==> src/rtl/clkdiv_pkg.sv <==
// Shared constants and helpers for the multi-channel clock-enable divider.
// Optional phase-align input is enabled with `define CLKDIV_SYNC_EN.
package clkdiv_pkg;

    localparam int DIV_STALL     = 0;
    localparam int WIDTH_DEFAULT = 24;

    typedef logic [WIDTH_DEFAULT-1:0] div_t;

    // Channel-select width; a single channel still gets a 1-bit select.
    function automatic int ch_idx_w(input int n);
        return (n > 1) ? $clog2(n) : 1;
    endfunction

endpackage

==> src/rtl/clkdiv_if.sv <==
// Control/status bundle for clkdiv_multi; sync_i exists only with `define CLKDIV_SYNC_EN.
interface clkdiv_if #(
    parameter int NCH   = 4,
    parameter int WIDTH = 24
);
    localparam int CHW = clkdiv_pkg::ch_idx_w(NCH);

    logic [NCH-1:0]   en_i;
    logic             load_i;
    logic [CHW-1:0]   load_ch_i;
    logic [WIDTH-1:0] load_div_i;
    logic [NCH-1:0]   tick_o;
    logic [NCH-1:0]   slowclk_o;
    logic [NCH-1:0]   pending_o;
`ifdef CLKDIV_SYNC_EN
    logic             sync_i;

    modport master (
        output en_i, load_i, load_ch_i, load_div_i, sync_i,
        input  tick_o, slowclk_o, pending_o
    );
    modport slave (
        input  en_i, load_i, load_ch_i, load_div_i, sync_i,
        output tick_o, slowclk_o, pending_o
    );
`else
    modport master (
        output en_i, load_i, load_ch_i, load_div_i,
        input  tick_o, slowclk_o, pending_o
    );
    modport slave (
        input  en_i, load_i, load_ch_i, load_div_i,
        output tick_o, slowclk_o, pending_o
    );
`endif

endinterface

==> src/rtl/clkdiv_chan.sv <==
// One divider channel: counter, active/shadow divisor, tick, slow clock, pending flag.
// With `define CLKDIV_SYNC_EN a sync input phase-aligns the channel.
module clkdiv_chan
    import clkdiv_pkg::*;
#(
    parameter int          WIDTH       = 24,
    parameter int unsigned DEFAULT_DIV = 25000
) (
    input  logic             clk,
    input  logic             rst,
    input  logic             en,
`ifdef CLKDIV_SYNC_EN
    input  logic             sync,
`endif
    input  logic             load,
    input  logic [WIDTH-1:0] load_div,
    output logic             tick,
    output logic             slowclk,
    output logic             pending
);

    logic [WIDTH-1:0] cnt;
    logic [WIDTH-1:0] div;
    logic [WIDTH-1:0] shadow;
    logic             stalled;
    logic             run;
    logic             term;

    always_comb begin
        stalled = (div == WIDTH'(DIV_STALL));
        run     = en && !stalled;
        term    = run && (cnt == div - WIDTH'(1));
    end

    always_ff @(posedge clk) begin
        if (rst) begin
            cnt     <= '0;
            div     <= WIDTH'(DEFAULT_DIV);
            shadow  <= '0;
            pending <= 1'b0;
            tick    <= 1'b0;
            slowclk <= 1'b0;
        end
`ifdef CLKDIV_SYNC_EN
        else if (sync) begin
            cnt     <= '0;
            slowclk <= 1'b0;
            tick    <= 1'b0;
            pending <= 1'b0;
            if (load)
                div <= load_div;
            else if (pending)
                div <= shadow;
        end
`endif
        else begin
            tick <= term;
            if (term) begin
                cnt     <= '0;
                slowclk <= ~slowclk;
            end else if (run) begin
                cnt <= cnt + WIDTH'(1);
            end

            // Idle/stalled channels and terminal edges take a new divisor at once;
            // a running channel parks it in the shadow until its period ends.
            if (load) begin
                if (!run || term) begin
                    div     <= load_div;
                    pending <= 1'b0;
                    if (!run)
                        cnt <= '0;
                end else begin
                    shadow  <= load_div;
                    pending <= 1'b1;
                end
            end else if (pending && (term || !en)) begin
                div     <= shadow;
                pending <= 1'b0;
                if (!en)
                    cnt <= '0;
            end
        end
    end

endmodule

==> src/rtl/clkdiv_multi.sv <==
// N-channel programmable clock-enable generator with per-channel runtime divisors.
// `define CLKDIV_SYNC_EN adds bus.sync_i for phase-aligning all channels.
module clkdiv_multi
    import clkdiv_pkg::*;
#(
    parameter int          NCH         = 4,
    parameter int          WIDTH       = 24,
    parameter int unsigned DEFAULT_DIV = 25000
) (
    input logic     clk,
    input logic     rst,
    clkdiv_if.slave bus
);

    localparam int CHW = ch_idx_w(NCH);

    logic [NCH-1:0] load_str;

    // Out-of-range channel numbers match no index and are dropped.
    always_comb begin
        load_str = '0;
        for (int unsigned i = 0; i < NCH; i++) begin
            if (bus.load_i && (bus.load_ch_i == CHW'(i)))
                load_str[i] = 1'b1;
        end
    end

    for (genvar g = 0; g < NCH; g++) begin : g_ch
        clkdiv_chan #(
            .WIDTH       (WIDTH),
            .DEFAULT_DIV (DEFAULT_DIV)
        ) u_chan (
            .clk      (clk),
            .rst      (rst),
            .en       (bus.en_i[g]),
`ifdef CLKDIV_SYNC_EN
            .sync     (bus.sync_i),
`endif
            .load     (load_str[g]),
            .load_div (bus.load_div_i),
            .tick     (bus.tick_o[g]),
            .slowclk  (bus.slowclk_o[g]),
            .pending  (bus.pending_o[g])
        );
    end

endmodule

==> src/flat_wrapper.sv <==
// flat-port wrapper written by rule: the top's interface ports become plain ports
module clkdiv_multi_flat import clkdiv_pkg::*;
#(
    parameter int          NCH         = 4,
    parameter int          WIDTH       = 24,
    parameter int unsigned DEFAULT_DIV = 25000
)
  (clk, rst, bus_en_i, bus_load_i, bus_load_ch_i, bus_load_div_i, bus_tick_o, bus_slowclk_o, bus_pending_o);
  clkdiv_if #(.NCH(NCH), .WIDTH(WIDTH)) bus_i ();
  input logic clk;
  input logic rst;
  input wire logic [$bits(bus_i.en_i)-1:0] bus_en_i;
  input wire logic [$bits(bus_i.load_i)-1:0] bus_load_i;
  input wire logic [$bits(bus_i.load_ch_i)-1:0] bus_load_ch_i;
  input wire logic [$bits(bus_i.load_div_i)-1:0] bus_load_div_i;
  output wire logic [$bits(bus_i.tick_o)-1:0] bus_tick_o;
  output wire logic [$bits(bus_i.slowclk_o)-1:0] bus_slowclk_o;
  output wire logic [$bits(bus_i.pending_o)-1:0] bus_pending_o;
  assign bus_i.en_i = bus_en_i;
  assign bus_i.load_i = bus_load_i;
  assign bus_i.load_ch_i = bus_load_ch_i;
  assign bus_i.load_div_i = bus_load_div_i;
  assign bus_tick_o = bus_i.tick_o;
  assign bus_slowclk_o = bus_i.slowclk_o;
  assign bus_pending_o = bus_i.pending_o;
  clkdiv_multi #(.NCH(NCH), .WIDTH(WIDTH), .DEFAULT_DIV(DEFAULT_DIV)) u_core (.clk(clk), .rst(rst), .bus(bus_i));
endmodule
==> config.mk <==
export PLATFORM = sky130hd
export DESIGN_NAME = clkdiv_multi_flat
export DESIGN_NICKNAME = d
export VERILOG_FILES = /design/src/rtl/clkdiv_pkg.sv /design/src/rtl/clkdiv_if.sv /design/src/rtl/clkdiv_chan.sv /design/src/rtl/clkdiv_multi.sv /design/src/flat_wrapper.sv
export SDC_FILE = /design/constraint.sdc
export NUM_CORES = 1
export LEC_CHECK = 0
export ABC_AREA = 1
export ABC_CLOCK_PERIOD_IN_PS = 7000
export CELL_PAD_IN_SITES_DETAIL_PLACEMENT = 1
export CELL_PAD_IN_SITES_GLOBAL_PLACEMENT = 1
export CORE_UTILIZATION = 49
export CTS_CLUSTER_SIZE = 12
export DETAILED_ROUTE_END_ITERATION = 10
export PLACE_DENSITY = 0.87
export SYNTH_ARGS = -nofsm -noshare
export SYNTH_HDL_FRONTEND = slang
export SYNTH_HIERARCHICAL = 1
export SYNTH_SLANG_ARGS = --single-unit
==> constraint.sdc <==
create_clock -name clk -period 7 [get_ports clk]
set_input_delay 1.05 -clock clk [delete_from_list [all_inputs] [get_ports clk]]
set_output_delay 1.05 -clock clk [all_outputs]
set_load 0.01 [all_outputs]
# Word-level counts from Yosys, hierarchy flattened
# Cells that the tools add are included.
# classes
add_sub_neg	8
n_eq_ne	11
mux	56
n_bitwise	8
n_reduce_logical	53
# ops
op	n
two-way mux 24 bit	40
adder 24 x 1 -> 24 bit (second input constant)	4
equality test 24 bit	4
zero test 24 bit	4
subtractor 24 x 1 -> 24 bit (second input constant)	4
logical AND 1 bit	16
two-way mux 1 bit	16
AND reduction 2 bit	8
zero test 1 bit	12
logical OR 1 bit	8
!= test 2 x 1 -> 1 bit (second input constant)	4
inverter 1 bit	8
nonzero test 2 bit	4
equality test 2 bit (second input constant)	2
equality test 2 x 1 -> 1 bit (second input constant)	1
zero test 2 bit	1
# totals
regBits	300
in_bits	33
out_inout_bits	12

# Logic depth before layout (Yosys ltp)
# Gate-level depths: netlist of run 1.
# logic_depth
ltp_word	8
mapped_depth	21

# Hierarchy
# The synthesis of run 1 kept the hierarchy.
# modules_own_cells
module	instances	cells_per_inst	area_each_um2	seq_area_each_um2
clkdiv_chan at u_core.g_ch[0].u_chan ...	2	725	4872.2	1501.4
clkdiv_chan at u_core.g_ch[2].u_chan ...	2	751	4626.9	1501.4
clkdiv_multi	1	8	30.0	0.0

# Worst setup path before layout of run 1
# OpenSTA, ideal clock, no wires.
# synth_timing
path_type	input port to flip-flop
startpoint	input bus_en_i[2]
endpoint	register u_core.g_ch[2].u_chan.cnt[23]
setup_ps	114
arrival_ps	2237
required_ps	6886
slack_ps	4649
stages	11
n_path_buf	0
cell_sequence	nand2_1 nor2_1 nand3_1 nor2_1 nand3_1 nor2_1 nand2_1 nor2_1 nand2_1 nand2_1 nor2_1
# synth_via
elab_chain_len	6
word_cells_on_any_way	14
classes_between	mux (7); reduce/logical (7)
# synth_rtl
element	line_no	source
start: declaration	flat_wrapper.sv:12	input wire logic [$bits(bus_i.en_i)-1:0] bus_en_i;
logical AND 1 bit	clkdiv_chan.sv:31	run = en && !stalled;
two-way mux 24 bit / logical AND 1 bit (equally long branches)	clkdiv_chan.sv:61, clkdiv_chan.sv:32	
two-way mux 24 bit / logical OR 1 bit (equally long branches)	clkdiv_chan.sv:58, clkdiv_chan.sv:77	
two-way mux 24 bit (tied with other cells)	clkdiv_chan.sv:80	if (!en)
two-way mux 24 bit (on tied branches)	clkdiv_chan.sv:77, clkdiv_chan.sv:68	
two-way mux 24 bit (*)	clkdiv_chan.sv:67	if (load) begin
end signal: assignment	clkdiv_chan.sv:62	cnt <= cnt + WIDTH'(1);
end: declaration	clkdiv_chan.sv:22	logic [WIDTH-1:0] cnt;
# Mark *: on every way between the ends. The rest lies on a longest branch, timed or not.
# A chain may end at the register's enable or synchronous reset.

# Final worst setup path of run 1
# layout_timing
startpoint	register u_core.g_ch[3].u_chan.div[0]
endpoint	register u_core.g_ch[3].u_chan.cnt[15]
# layout_via
elab_chain_len	8
word_cells_on_any_way	17
classes_between	add/sub (1); eq/ne (1); mux (7); reduce/logical (8)
# layout_rtl
element	line_no	source
start: declaration	clkdiv_chan.sv:23	logic [WIDTH-1:0] div;
start signal: assignment	clkdiv_chan.sv:38	div <= WIDTH'(DEFAULT_DIV);
start signal: assignment	clkdiv_chan.sv:69	div <= load_div;
start signal: assignment	clkdiv_chan.sv:78	div <= shadow;
branches (longest 7 deep; another with subtractor 24 x 1 -> 24 bit)	--	
two-way mux 24 bit (*)	clkdiv_chan.sv:67	
end signal: assignment	clkdiv_chan.sv:62	
end: declaration	clkdiv_chan.sv:22	
# Mark *: on every way between the ends.

==> flow_summary.json, run 1 <==
{
  "drv_cap": 0,
  "holdBufCountCts": 0,
  "post-route-util": 0.5458,
  "dpl.cell_count": 3413,
  "layout_common_cells": "nand2_1, nor2_1, dfxtp_1",
  "dp_hpwl_um": 44660,
  "syn2layout_area_growth_pct": 8.811,
  "drc": 0,
  "wirelength_um": 60730,
  "vias_per_cell": 5.482,
  "core_area_um2": 37930,
  "htreeDepth": 2,
  "fmax_mhz": 243.7,
  "vias": 19057,
  "cts_sinks": 300,
  "worstMarginPinSlew_ns": 1.071,
  "insertion_delay_ns": 0.55,
  "synth_fa_ha_area_frac": 0.007891,
  "synth.top_cell.area_share": 0.3156,
  "antenna_found_initial": 0,
  "cts_tree": "done",
  "cts_root_buf": "clkbuf_16",
  "holdCritPathClass": "reg -> reg",
  "synth-edff-count": 0,
  "crit_path_top_delay_cell": "nand2_1",
  "wire_per_inst_um": 17.47,
  "synthTopCellsByArea": "dfxtp_1, nand2_1, nor2_1, xor2_1, inv_1",
  "period_minus_slack_ns": 4.103,
  "synthSimpleGateAreaFrac": 0.4264,
  "numCtsBuffers": 36,
  "synth_top_family_by_area": "simple AND/OR/NAND/NOR gates",
  "pin_count": 45,
  "setup_tns_ns": 0,
  "cts_setup_buffers": 0,
  "p_leak_nw": 8.869,
  "netlist_area_um2": 19030,
  "drt_first_pass_iters": 5,
  "required_ns": 7.41,
  "synth_fp_nets": 3005,
  "finalNonFillerCells": 3476,
  "crit_family": "simple AND/OR/NAND/NOR gates",
  "grt_start_max_net_pins": 57,
  "placed_area_um2": 19530,
  "io_buffers": 44,
  "detail-route-antenna-nets": 0,
  "power_per_cell_area_nw_per_um2": 209.2,
  "worstPathArrival_ns": 4.51,
  "synth_mux_area_frac": 0,
  "num_rows": 71,
  "start_util": 0.5016,
  "grt_pass1_wl_um": 98150,
  "slew_viol_final": 0,
  "nFillCells": 5188,
  "async_reset_ff_frac": 0,
  "hold_violations": 0,
  "run_status": "finished, final reports clean",
  "rsz0062_at_grt": "false",
  "die_y_um": 199.1,
  "setup_viol": 0,
  "place_congestion": 0.9401,
  "cpPeakStageDelay_ns": 0.72,
  "layout_commonest_cell": "nand2_1",
  "end_kind": "flip-flop",
  "final.setup_skew_ns": 0.01483,
  "fp.dieW_um": 199.1,
  "grt_use_total": 0.3098,
  "cp_common_cell": "nand2_1",
  "yosysSeqAreaShare": 0.3156,
  "cts_resized": 0,
  "finalCritPeriodShare": 0.5862,
  "slew_headroom": 0.2845,
  "critPathKind": "reg -> reg",
  "crit_chain": "inv_1 -> ha_1 -> nand2_1 -> nor2_1 -> nand2_1 -> nand2_1 -> nand2_1 -> nand2_1 -> inv_1 -> nor2_1 -> nand2_1 -> nor2_1 -> nand2_1 -> nor2_4 -> nor2_4 -> nand2_2 -> nand2_4 -> nand2_1 -> nor2_1",
  "nNetsFinal": 2985,
  "first_global_vias": 19546,
  "worst-path-buf-inv": 2,
  "clk_pin_slew_ns": 0.06,
  "antenna_cells": 0,
  "synth_compound_area_frac": 0.07575,
  "synth_xor_area_frac": 0.08351,
  "die_area_um2": 39620,
  "worstPathMaxFanout": 44,
  "synth_seq_cells": 300,
  "ir_worst_vdd_mv": 0.1611,
  "drive_above_1_share": 0.07993,
  "synthFlopType": "dfxtp_1",
  "hold_ws_ns": 0.4669,
  "synth_largest_area_cell": "dfxtp_1",
  "overflow": 0,
  "synth_cells": 2960,
  "drt_iter0_markers": 1081,
  "yosys_warnings": 6,
  "critPathLaunchType": "flip-flop",
  "syn_area_per_cell_um2": 6.428,
  "finish.instance_area_um2": 20700,
  "synth_cell_types": 41,
  "cts_buffer_depth": 3
}
## report_power, final
group          switching (W)  internal, W  leakage, nW
Combinational       0.000407     0.000192         5.85
Clock               0.000771      0.00111        0.581
Sequential         0.0000813      0.00177         2.44
## final cells by class
type | instances | area (µm²) | area share
multi-input combinational | 2262 | 11310 | 0.5464
sequential | 300 | 6006 | 0.2901
inverter | 290 | 1089 | 0.05257
clock buffer | 52 | 1082 | 0.05227
tap | 511 | 639.4 | 0.03088
timing repair buffer | 50 | 483.0 | 0.02333
clock inverter | 11 | 92.59 | 0.004472
## worst reg2reg max path, stage by stage, from the launching register on
cell	delay, ns
dfxtp_1	0.32
inv_1	0.13
ha_1	0.24
nand2_1	0.12
nor2_1	0.32
nand2_1	0.11
nand2_1	0.10
nand2_1	0.06
nand2_1	0.05
inv_1	0.04
nor2_1	0.14
nand2_1	0.07
nor2_1	0.12
nand2_1	0.10
nor2_4	0.22
nor2_4	0.07
nand2_2	0.48
nand2_4	0.41
nand2_1	0.74
nor2_1	0.11
## cell families after synthesis
| family | after synthesis |
|---|---|
| AND/OR/NAND/NOR | 1864 |
| adder cells (fa/ha/maj) | 12 |
| buffers and inverters | 398 |
| flip-flops | 300 |
| AO/OA/AOI/OAI | 208 |
| XOR/XNOR | 178 |
## cell usage after synthesis (48+ instances only)
library cell	count
a211oi_2	48
a21oi_1	66
clkbuf_1	52
dfxtp_1	300
inv_1	272
nand2_1	926
nand3_1	200
nand4_1	60
nor2_1	480
o21ai_0	78
xnor2_1	58
xor2_1	118
## final timing paths
check / cells past startpoint / from / to / slack, ns
worst min-delay path: 2 / u_core/g_ch[3].u_chan/shadow[8] / u_core/g_ch[3].u_chan/shadow[8] / 0.47
worst max register to register: 19 / u_core/g_ch[3].u_chan/div[0] / u_core/g_ch[3].u_chan/cnt[15] / 2.90
worst min register to register: 2 / u_core/g_ch[3].u_chan/shadow[8] / u_core/g_ch[3].u_chan/shadow[8] / 0.47
worst max-delay path: 19 / u_core/g_ch[3].u_chan/div[0] / u_core/g_ch[3].u_chan/cnt[15] / 2.90
## registers in the layout, indices dropped and copies added, names as in the netlist
signal,flops
u_core/g_ch.u_chan/tick,4
u_core/g_ch.u_chan/cnt,96
u_core/g_ch.u_chan/pending,4
u_core/g_ch.u_chan/div,96
u_core/g_ch.u_chan/slowclk,4
u_core/g_ch.u_chan/shadow,96
## per-stage QoR
stage          setup WS (ns)  total power [W]
4_1_cts                2.883         0.004372
6_report               2.897         0.004332
3_3_place_gp           2.737         0.002443
5_1_grt                2.505         0.004516
3_5_place_dp           2.564         0.002474
2_1_floorplan          4.649         0.002294
## routing by layer
| layer | share of wire | vias to the layer above | track usage |
|---|---|---|---|
| li1 | - | 9261 | - |
| met1 | 0.45 | 9273 | 0.4017 |
| met2 | 0.48 | 412 | 0.5273 |
| met3 | 0.048 | 111 | 0.03916 |
| met4 | 0.027 | 0 | 0.1071 |
| met5 | 0 | - | 0 |
Power figures use the tool's default switching activity.
==> run 2: changes to the inputs <==
--- a/config.mk
+++ b/config.mk
@@ -6,13 +6,13 @@
 export NUM_CORES = 1
 export LEC_CHECK = 0
 export ABC_AREA = 1
-export ABC_CLOCK_PERIOD_IN_PS = 7000
+export ABC_CLOCK_PERIOD_IN_PS = 3400
 export CELL_PAD_IN_SITES_DETAIL_PLACEMENT = 1
 export CELL_PAD_IN_SITES_GLOBAL_PLACEMENT = 1
-export CORE_UTILIZATION = 49
+export CORE_UTILIZATION = 41
 export CTS_CLUSTER_SIZE = 12
 export DETAILED_ROUTE_END_ITERATION = 10
-export PLACE_DENSITY = 0.87
+export PLACE_DENSITY = 0.77
 export SYNTH_ARGS = -nofsm -noshare
 export SYNTH_HDL_FRONTEND = slang
 export SYNTH_HIERARCHICAL = 1
==> constraint.sdc (replaced) <==
create_clock -name clk -period 3.4 [get_ports clk]
set_input_delay 0.51 -clock clk [delete_from_list [all_inputs] [get_ports clk]]
set_output_delay 0.51 -clock clk [all_outputs]
set_load 0.01 [all_outputs]
==> run 2 against run 1 <==
Compared with the run above:
- sequential cell count unchanged
- sequential power increased by 110%
- count of clock-buffer cells in the layout unchanged
==> flow_summary.json, run 2 (same netlist as run 1, synthesis figures left out) <==
{
  "run_status": "finished, final reports clean",
  "required_ns": 3.89,
  "holdBufCountCts": 0,
  "setup_tns_ns": 0,
  "crit_path_top_delay_cell": "buf_4",
  "detail-route-antenna-nets": 0,
  "cts_sinks": 300,
  "overflow": 0,
  "die_y_um": 217.4,
  "grt_use_total": 0.2584,
  "cts_tree": "done",
  "wirelength_um": 60960,
  "end_kind": "flip-flop",
  "worstPathMaxFanout": 30,
  "timing.rr.end": "u_core/g_ch[2].u_chan/shadow[7]",
  "pin_count": 45,
  "fp.dieW_um": 217.4,
  "period_minus_slack_ns": 3.080,
  "drv_cap": 0,
  "place_congestion": 0.9204,
  "hold_violations": 0,
  "critPathLaunchType": "flip-flop",
  "r2r.worst_path.cells": 15,
  "rsz0062_at_grt": "false",
  "ff_latch_area_um2": 6006,
  "drc": 0,
  "rrSetupSlack_ns": 0.32,
  "clk_pin_slew_ns": 0.06,
  "reg_top3": "u_core/g_ch.u_chan/cnt x96, u_core/g_ch.u_chan/div x96, u_core/g_ch.u_chan/shadow x96",
  "multi_input_area_um2": 11320,
  "layout_commonest_cell": "nand2_1",
  "insertion_delay_ns": 0.57,
  "die_area_um2": 47280,
  "start_util": 0.4175,
  "htreeDepth": 2,
  "crit_chain": "inv_1 -> ha_1 -> nand2_2 -> nor2_2 -> nand4_1 -> nand3b_1 -> nand2_1 -> nor2_1 -> nand2_1 -> nor2_4 -> nor2_4 -> nand2_2 -> buf_4 -> nand2_1 -> a21oi_1",
  "first_global_vias": 19235,
  "nNetsFinal": 3007,
  "drt_first_pass_iters": 5,
  "critPathKind": "reg -> reg",
  "final.setup_skew_ns": 0.01344,
  "num_rows": 78,
  "drive_above_1_share": 0.08835,
  "vias": 18756,
  "ir_worst_vdd_mv": 0.3028,
  "cts_buffer_depth": 3,
  "dp_hpwl_um": 45830,
  "antenna_cells": 0,
  "placed_area_um2": 19800,
  "core_area_um2": 45580,
  "vias_per_cell": 5.227,
  "post-route-util": 0.4619,
  "grt_pass1_wl_um": 98440,
  "finish.instance_area_um2": 21050,
  "cts_root_buf": "clkbuf_16",
  "cpPeakStageDelay_ns": 0.37,
  "drt_iter0_markers": 1008,
  "worstSetupStartpoint": "u_core/g_ch[2].u_chan/div[0]",
  "worstPathArrival_ns": 3.57,
  "fmax_mhz": 324.7,
  "nFillCells": 6056,
  "wire_per_inst_um": 16.99,
  "slew_viol_final": 0,
  "grt_start_max_net_pins": 56,
  "slew_headroom": 0.5760,
  "holdCritPathClass": "in -> reg",
  "p_leak_nw": 8.985,
  "layout_common_cells": "nand2_1, nor2_1, dfxtp_1",
  "timing.final.ws_setup_ns": 0.3203,
  "worstMarginPinSlew_ns": 0.6341,
  "numCtsBuffers": 39,
  "r2r_start": "u_core/g_ch[2].u_chan/div[0]",
  "setup_viol": 0,
  "cp_common_cell": "nand2_1",
  "place_ws_ns": 0.3181,
  "finalCritPeriodShare": 0.9058,
  "antenna_found_initial": 0,
  "crit_end": "u_core/g_ch[2].u_chan/shadow[7]",
  "io_buffers": 44,
  "syn2layout_area_growth_pct": 10.63,
  "power_per_cell_area_nw_per_um2": 431.8
}
[run 2: changes by cell type in the layout (fill, tap and decap cells not counted), moves of 4 or more]
cell,before,now
clkinvlp_4,2,6
clkinv_2,6,10
clkbuf_16,37,41
buf_4,7,23
[run 2: how the worst min path moves through the flow]
stage                                                 end                            start  slack, ns  depth (start not counted)
after global routing      u_core/g_ch[2].u_chan/shadow[4]                              rst       0.36                          2
after global placement    u_core/g_ch[2].u_chan/shadow[4]  u_core/g_ch[2].u_chan/shadow[4]       0.45                          2
after CTS                 u_core/g_ch[2].u_chan/shadow[4]                              rst       0.33                          2
final                     u_core/g_ch[2].u_chan/shadow[2]                              rst       0.35                          2
after floorplan           u_core/g_ch[2].u_chan/shadow[0]  u_core/g_ch[2].u_chan/shadow[0]       0.44                          2
after detailed placement  u_core/g_ch[2].u_chan/shadow[5]  u_core/g_ch[2].u_chan/shadow[5]       0.46                          2
[run 2: area by class of cell]
cell class | count | area share
multi-input combinational | 2262 | 0.5375
sequential | 300 | 0.2853
clock buffer | 52 | 0.05450
inverter | 290 | 0.05189
tap | 600 | 0.03566
timing repair buffer | 68 | 0.03055
clock inverter | 15 | 0.004220
timing repair inverter | 1 | 0.0003566
[run 2: stage by stage]
step / power, W / hold slack [ns] / std cells
6_report: 0.009091 / 0.3479 / 3588
5_1_grt: 0.009512 / 0.3594 / 3588
4_1_cts: 0.009217 / 0.3337 / 3587
3_5_place_dp: 0.005120 / 0.4565 / 3520
3_3_place_gp: 0.005074 / 0.4519 / 3520
2_1_floorplan: 0.004723 / 0.4445 / 2960
[run 2: per-layer routing]
metal  wire, µm  vias up  global-route usage
met5          0        -                   0
li1           -     9305                   -
met3       2518       97             0.03515
met1      28170     9064              0.3341
met2      28790      290              0.4421
met4       1487        0             0.08099
[run 2: critical path, delay by kind of cell (launching register included)]
family,cells,cell delay [ns]
buffers and inverters,2,0.49
DFF,1,0.33
AOI/OAI and AO/OA,1,0.18
and+or+nand+nor,11,1.75
adders and majority gates,1,0.25
[run 2: where the power goes]
group | switching [W] | total [W] | internal (W)
clock | 0.00168 | 0.00404 | 0.00236
combinational | 0.000833 | 0.00124 | 0.000408
sequential | 0.000164 | 0.00381 | 0.00365
total | 0.00268 | 0.00909 | 0.00641
[run 2: what timing repair did]
item                                    in CTS  in global routing
resized for setup                            0                  3
setup buffers                                0                  0
endpoints found under the hold margin        0                  0
endpoints found under the setup margin       0                 24
==> run 3: changes to the inputs <==
--- a/config.mk
+++ b/config.mk
@@ -13,6 +13,7 @@
 export CTS_CLUSTER_SIZE = 12
 export DETAILED_ROUTE_END_ITERATION = 10
 export PLACE_DENSITY = 0.77
+export SLEW_MARGIN = 20
 export SYNTH_ARGS = -nofsm -noshare
 export SYNTH_HDL_FRONTEND = slang
 export SYNTH_HIERARCHICAL = 1
==> results of run 3 <==
Same layout as run 2: the final DEF is identical, and so are final timing and power.
